**config.mk**
```make
export PLATFORM = sky130hd
export DESIGN_NAME = mux_scan_ctrl_flat
export DESIGN_NICKNAME = d
export VERILOG_FILES = /design/src/rtl/mux_scan_ctrl_if.sv /design/src/rtl/mux_scan_ctrl.sv /design/src/flat_wrapper.sv
export SDC_FILE = /design/constraint.sdc
export NUM_CORES = 1
export LEC_CHECK = 0
export ABC_AREA = 1
export CAP_MARGIN = 10
export CORE_ASPECT_RATIO = 1.5
export CORE_MARGIN = 2
export CORE_UTILIZATION = 56
export DETAILED_ROUTE_END_ITERATION = 7
export GPL_TIMING_DRIVEN = 0
export HOLD_SLACK_MARGIN = 0.02
export PLACE_DENSITY = 0.9
export SETUP_SLACK_MARGIN = 0.2
export SYNTH_ARGS = -nofsm -noshare
export SYNTH_HDL_FRONTEND = slang
export SYNTH_SLANG_ARGS = --single-unit
```
**constraint.sdc**
```tcl
create_clock -name clk -period 3.5 [get_ports clk]
set_input_delay 0.875 -clock clk [delete_from_list [all_inputs] [get_ports clk]]
set_output_delay 0.875 -clock clk [all_outputs]
set_load 0.01 [all_outputs]
```
**src/rtl/mux_scan_ctrl_if.sv**
```systemverilog
// Handshake and data bundle between a scan requester and the 8:1 mux scan controller.
// The slave modport is the controller; the master modport is the requester and mux side.
interface mux_scan_ctrl_if;
  logic       start;
  logic       dir;
  logic       mux_in;
  logic [2:0] sel;
  logic [7:0] data;
  logic       busy;
  logic       done;

  modport master (
    output start,
    output dir,
    output mux_in,
    input  sel,
    input  data,
    input  busy,
    input  done
  );

  modport slave (
    input  start,
    input  dir,
    input  mux_in,
    output sel,
    output data,
    output busy,
    output done
  );
endinterface

```
**src/rtl/mux_scan_ctrl.sv**
```systemverilog
// Walks an external 8:1 mux select through all inputs, holding each for DWELL cycles,
// and assembles the returned serial bits into a byte (bit k = mux input k).
module mux_scan_ctrl #(
  parameter int unsigned DWELL = 1
) (
  input  logic           clk,
  input  logic           rst,
  mux_scan_ctrl_if.slave bus
);

  localparam int unsigned SEL_W  = 3;
  localparam int unsigned DATA_W = 8;
  localparam int unsigned CNT_W  = 4;

  localparam logic [SEL_W-1:0] SEL_LO = SEL_W'(0);
  localparam logic [SEL_W-1:0] SEL_HI = SEL_W'(7);

  if ((DWELL < 1) || (DWELL > 15)) begin : g_dwell_range
    $fatal(1, "mux_scan_ctrl: DWELL=%0d outside legal range 1..15", DWELL);
  end

  typedef enum logic [1:0] {
    S_IDLE = 2'd0,
    S_SCAN = 2'd1,
    S_DONE = 2'd2
  } state_t;

  state_t            r_state;
  logic              r_dir;
  logic [CNT_W-1:0]  r_cnt;
  logic [SEL_W-1:0]  r_sel;
  logic [DATA_W-1:0] r_data;
  logic              r_busy;
  logic              r_done;

  logic w_capture;
  logic w_last;

  assign w_capture = (r_cnt == CNT_W'(DWELL - 1));
  // The final index depends on the direction latched at start, so sel never wraps.
  assign w_last    = r_dir ? (r_sel == SEL_LO) : (r_sel == SEL_HI);

  always_ff @(posedge clk) begin
    if (rst) begin
      r_state <= S_IDLE;
      r_dir   <= 1'b0;
      r_cnt   <= '0;
      r_sel   <= SEL_LO;
      r_data  <= '0;
      r_busy  <= 1'b0;
      r_done  <= 1'b0;
    end else begin
      r_done <= 1'b0;
      unique case (r_state)
        S_IDLE: begin
          r_sel <= SEL_LO;
          if (bus.start) begin
            r_state <= S_SCAN;
            r_dir   <= bus.dir;
            r_cnt   <= '0;
            r_data  <= '0;
            r_sel   <= bus.dir ? SEL_HI : SEL_LO;
            r_busy  <= 1'b1;
          end
        end
        S_SCAN: begin
          if (w_capture) begin
            r_data[r_sel] <= bus.mux_in;
            r_cnt         <= '0;
            if (w_last) begin
              r_state <= S_DONE;
              r_sel   <= SEL_LO;
              r_busy  <= 1'b0;
              r_done  <= 1'b1;
            end else begin
              r_sel <= r_dir ? (r_sel - SEL_W'(1)) : (r_sel + SEL_W'(1));
            end
          end else begin
            r_cnt <= r_cnt + CNT_W'(1);
          end
        end
        S_DONE: begin
          r_state <= S_IDLE;
          r_sel   <= SEL_LO;
        end
        default: begin
          r_state <= S_IDLE;
          r_sel   <= SEL_LO;
          r_busy  <= 1'b0;
        end
      endcase
    end
  end

  assign bus.sel  = r_sel;
  assign bus.data = r_data;
  assign bus.busy = r_busy;
  assign bus.done = r_done;

endmodule

```
**src/flat_wrapper.sv**
```systemverilog
// flat-port wrapper written by rule: the top's interface ports become plain ports
module mux_scan_ctrl_flat 
#(
  parameter int unsigned DWELL = 1
)
  (clk, rst, bus_start, bus_dir, bus_mux_in, bus_sel, bus_data, bus_busy, bus_done);
  mux_scan_ctrl_if bus_i ();
  input  logic clk;
  input  logic rst;
  input wire logic [$bits(bus_i.start)-1:0] bus_start;
  input wire logic [$bits(bus_i.dir)-1:0] bus_dir;
  input wire logic [$bits(bus_i.mux_in)-1:0] bus_mux_in;
  output wire logic [$bits(bus_i.sel)-1:0] bus_sel;
  output wire logic [$bits(bus_i.data)-1:0] bus_data;
  output wire logic [$bits(bus_i.busy)-1:0] bus_busy;
  output wire logic [$bits(bus_i.done)-1:0] bus_done;
  assign bus_i.start = bus_start;
  assign bus_i.dir = bus_dir;
  assign bus_i.mux_in = bus_mux_in;
  assign bus_sel = bus_i.sel;
  assign bus_data = bus_i.data;
  assign bus_busy = bus_i.busy;
  assign bus_done = bus_i.done;
  mux_scan_ctrl #(.DWELL(DWELL)) u_core (.clk(clk), .rst(rst), .bus(bus_i));
endmodule
```
==> results.txt <==
----------------------------------------------------
[Placement]
  Placer's final routability congestion estimate ... 0.865
  Number of port buffers ... 16
  Area post-placement ... 0.00134 mm2
  Placed cell count ... 189
  Placed wire-length estimate ... 1.84 mm

[CTS]
  Clock buffers created by TritonCTS ... 3
  Count of H-tree levels built during CTS ... 1
  Clock sink count ... 20
  Post-cts hold buffer count ... 0
  Clock transition at the registers of the reported paths ... 130 ps
  Count of cells resized by post-cts repair ... 0
  TritonCTS clock tree ... built
  Clock network latency to the later pin of the worst-skew pair ... 320 ps
  Setup repair bufs after CTS ... 0
  Max Root-Sink Buffers ... 2
  Buffer cell driving the clock tree root ... clkbuf_4

[Routing]
  Overall via count from detail_route ... 1036
  Antenna viol nets, final ... 0
  Total length of routed wires ... 2.55 mm
  Routed via count divided by cell count ... 5.37
  Remaining routing DRC violations ... 0
  WL per Instance ... 13.2 um
  Detailed Routing Iterations Pass 1 ... 4
  Drt initial violations ... 58

[Worst setup path]
  Register-to-register setup slack ... 1900 ps
  Cell count along the critical path ... 1
  Arrival time worst endpoint ... 1490 ps
  Timing startpoint of the critical path ... u_core.bus.sel[0]$_SDFFE_PP0P_
  Data required time at the worst endpoint ... 2620 ps
  Crit Path Category ... reg2out
  Cell type group with the largest total delay on the critical path ... buffers and inverters
  Worst Reg2Reg Path Length in Cells ... 10
  Critical register-to-register path startpoint ... u_core.bus.sel[0]$_SDFFE_PP0P_
  Startpoint Class ... register
  Last element of the critical path ... bus_sel[0]
  Slowest cell on the critical path ... clkdlybuf4s50_1
  Crit path max fanout ... 8
  Crit path capture type ... output port
  Critical register-to-register path endpoint ... u_core.bus.sel[2]$_SDFFE_PP0P_
  Number of buffer and inverter instances along the worst setup path ... 1
  Slowest Stage Delay on Critical Path ... 610 ps
  Critical path, cell by cell ... clkdlybuf4s50_1

[Global routing]
  Maximum number of pins on one net before global-route repair ... 13
  Vias in the first global route ... 1048
  Global-route wire length before repair ... 4.16 mm
  Antenna violations before repair ... 0
  Congestion Overflow GR ... 0
  Overall track demand over capacity in global routing ... 0.250

[Cells and area]
  Area growth from synthesis to layout ... 20.9%
  Number of fillers in the final layout ... 146
  Final antenna diode count ... 0
  Area of all placed cells without fillers ... 0.00139 mm2
  Layout cell share with drive strength beyond 1 ... 0.205
  Nets ... 180
  Non-filler instance count after layout ... 193
  Leading cell type in the layout, fill and taps excluded ... nand2_1
  Commonest cells after routing, fill and taps aside ... nand2_1 (40), dfxtp_1 (20), clkdlybuf4s50_1 (16), inv_1 (14), a21oi_1 (9)

[Power]
  Maximum vdd drop ... 0.000309 V
  Leakage ... 0.578 nW
  Power density over the cells ... 407 mW/mm2

[STA]
  Number of hold violations in the final report ... 0
  Clock period minus final worst setup slack ... 2360 ps
  Worst-case hold slack ... 473 ps
  RSZ-0062 raised after global routing ... false
  Setup clock skew after layout ... 12.3 ps
  Tightest Pin Transition ... 354 ps
  Fin crit share ... 0.674
  Fmax ... 0.424 GHz
  Fin Setup TNS ... 0 ps
  Number of endpoints failing setup at the final stage ... 0
  Relative slew margins ... 0.764
  Number of pins exceeding their max-slew limit in the final report ... 0

[Logic synthesis]
  Cell area after synthesis ... 0.00115 mm2
  Gate Count Post-Synth ... 151
  Library cells used by synthesis ... 27
  Count of warnings emitted by yosys ... 0
  Seq/Total Area, Yosys ... 0.349
  Net count after synthesis ... 159
  Synthesis-stage register bit count ... 20
  Average cell area after synthesis ... 7.61 um2

[Status]
  Status ... finished, final reports clean

[Floorplanning]
  Width of the die ... 41.0 um
  Count of boundary I/O pins ... 18
  Number of rows in the core area ... 20
  Effective utilization at floorplan ... 0.581
  Chip height ... 59.5 um
  Core Footprint ... 0.00198 mm2
  Die ar. ... 0.00244 mm2

[Job]
  Total of max-cap violations ... 0

[Min path]
  Path category of the worst min-delay check ... reg2reg

----------------------------------------------------
-- power breakdown --
group | switching [mW] | internal [mW] | total, mW
Clock | 0.0808 | 0.116 | 0.197
Combinational | 0.0734 | 0.0485 | 0.122
Sequential | 0.0104 | 0.236 | 0.247
Total | 0.165 | 0.401 | 0.565
-- state kept, by name, indices dropped and copies added, names as in the netlist --
register         count
u_core.r_state       2
u_core.r_cnt         4
u_core.bus.done      1
u_core.r_dir         1
u_core.bus.sel       3
u_core.bus.busy      1
u_core.bus.data      8
-- logic make-up (layout without fill, tap and decap cells) --
group / Yosys count / count (layout) / synth area share
buffers and inverters: 22 / 42 / 0.100
AND/OR/NAND/NOR: 77 / 77 / 0.345
adder cells (fa/ha/maj): 3 / 3 / 0.0392
flip-flops: 20 / 20 / 0.349
AO/OA/AOI/OAI: 28 / 28 / 0.159
XOR/XNOR: 1 / 1 / 0.00763
-- per-layer routing --
metal  wire (um)  up-vias  global-route usage
li1            -      523                   -
met1        1000      479               0.272
met5           0        -                   0
met2        1370       27               0.429
met4          63        0               0.138
met3         112        7              0.0376
-- Yosys cell counts --
| cell | count | share of area |
|---|---|---|
| nand2_1 | 40 | 0.13 |
| dfxtp_1 | 20 | 0.35 |
| inv_1 | 14 | 0.046 |
| a21oi_1 | 9 | 0.039 |
| nand3_1 | 8 | 0.035 |
| nor2_1 | 8 | 0.026 |
| a21oi_2 | 6 | 0.046 |
| nor3_1 | 6 | 0.026 |
| nand2_2 | 4 | 0.022 |
| o21ai_0 | 4 | 0.017 |
| o21ai_1 | 4 | 0.017 |
| o21ai_2 | 4 | 0.030 |
| nand2_4 | 3 | 0.029 |
| buf_6 | 2 | 0.020 |
| clkbuf_4 | 2 | 0.013 |
| ha_1 | 2 | 0.022 |
| inv_2 | 2 | 0.0065 |
| nor2_2 | 2 | 0.011 |
| nor2_4 | 2 | 0.020 |
| nor4_1 | 2 | 0.011 |
| a32o_1 | 1 | 0.0087 |
| fa_1 | 1 | 0.017 |
| inv_4 | 1 | 0.0055 |
| inv_8 | 1 | 0.0098 |
| nand2_8 | 1 | 0.017 |
| nor2_8 | 1 | 0.017 |
| xor2_1 | 1 | 0.0076 |
-- worst min-delay path by stage --
stage                                    start                         endpoint  slack, ps  depth (start not counted)
2_1_floorplan     u_core.r_cnt[0]$_SDFFE_PP0P_     u_core.r_cnt[0]$_SDFFE_PP0P_        460                          1
3_3_place_gp   u_core.bus.data[7]$_SDFFE_PP0P_  u_core.bus.data[7]$_SDFFE_PP0P_        440                          2
3_5_place_dp   u_core.bus.data[7]$_SDFFE_PP0P_  u_core.bus.data[7]$_SDFFE_PP0P_        450                          2
4_1_cts        u_core.bus.data[7]$_SDFFE_PP0P_  u_core.bus.data[7]$_SDFFE_PP0P_        480                          2
5_1_grt           u_core.bus.busy$_SDFFE_PP0P_     u_core.bus.busy$_SDFFE_PP0P_        500                          2
6_report       u_core.bus.data[7]$_SDFFE_PP0P_  u_core.bus.data[7]$_SDFFE_PP0P_        470                          2
-- area by class of cell --
cell class                 instances  area (um2)  area share
clock buffer                       3        22.5      0.0162
sequential                        20         400       0.288
clock inverter                     1        30.0      0.0216
buffer                             4        37.5      0.0270
multi-input combinational        109         633       0.456
tap                               22        27.5      0.0198
inverter                          18        77.6      0.0559
timing repair buffer              16         160       0.115
-- stage by stage --
stage,utilization,power (mW),setup slack [ps]
final,0.703,0.565,1140
after CTS,0.703,0.565,1160
after global routing,0.703,0.585,1120
after global placement,0.676,0.367,1360
after floorplan,-,0.337,1980
after detailed placement,0.676,0.370,1330
No activity file was read; power rests on OpenSTA's default activity.
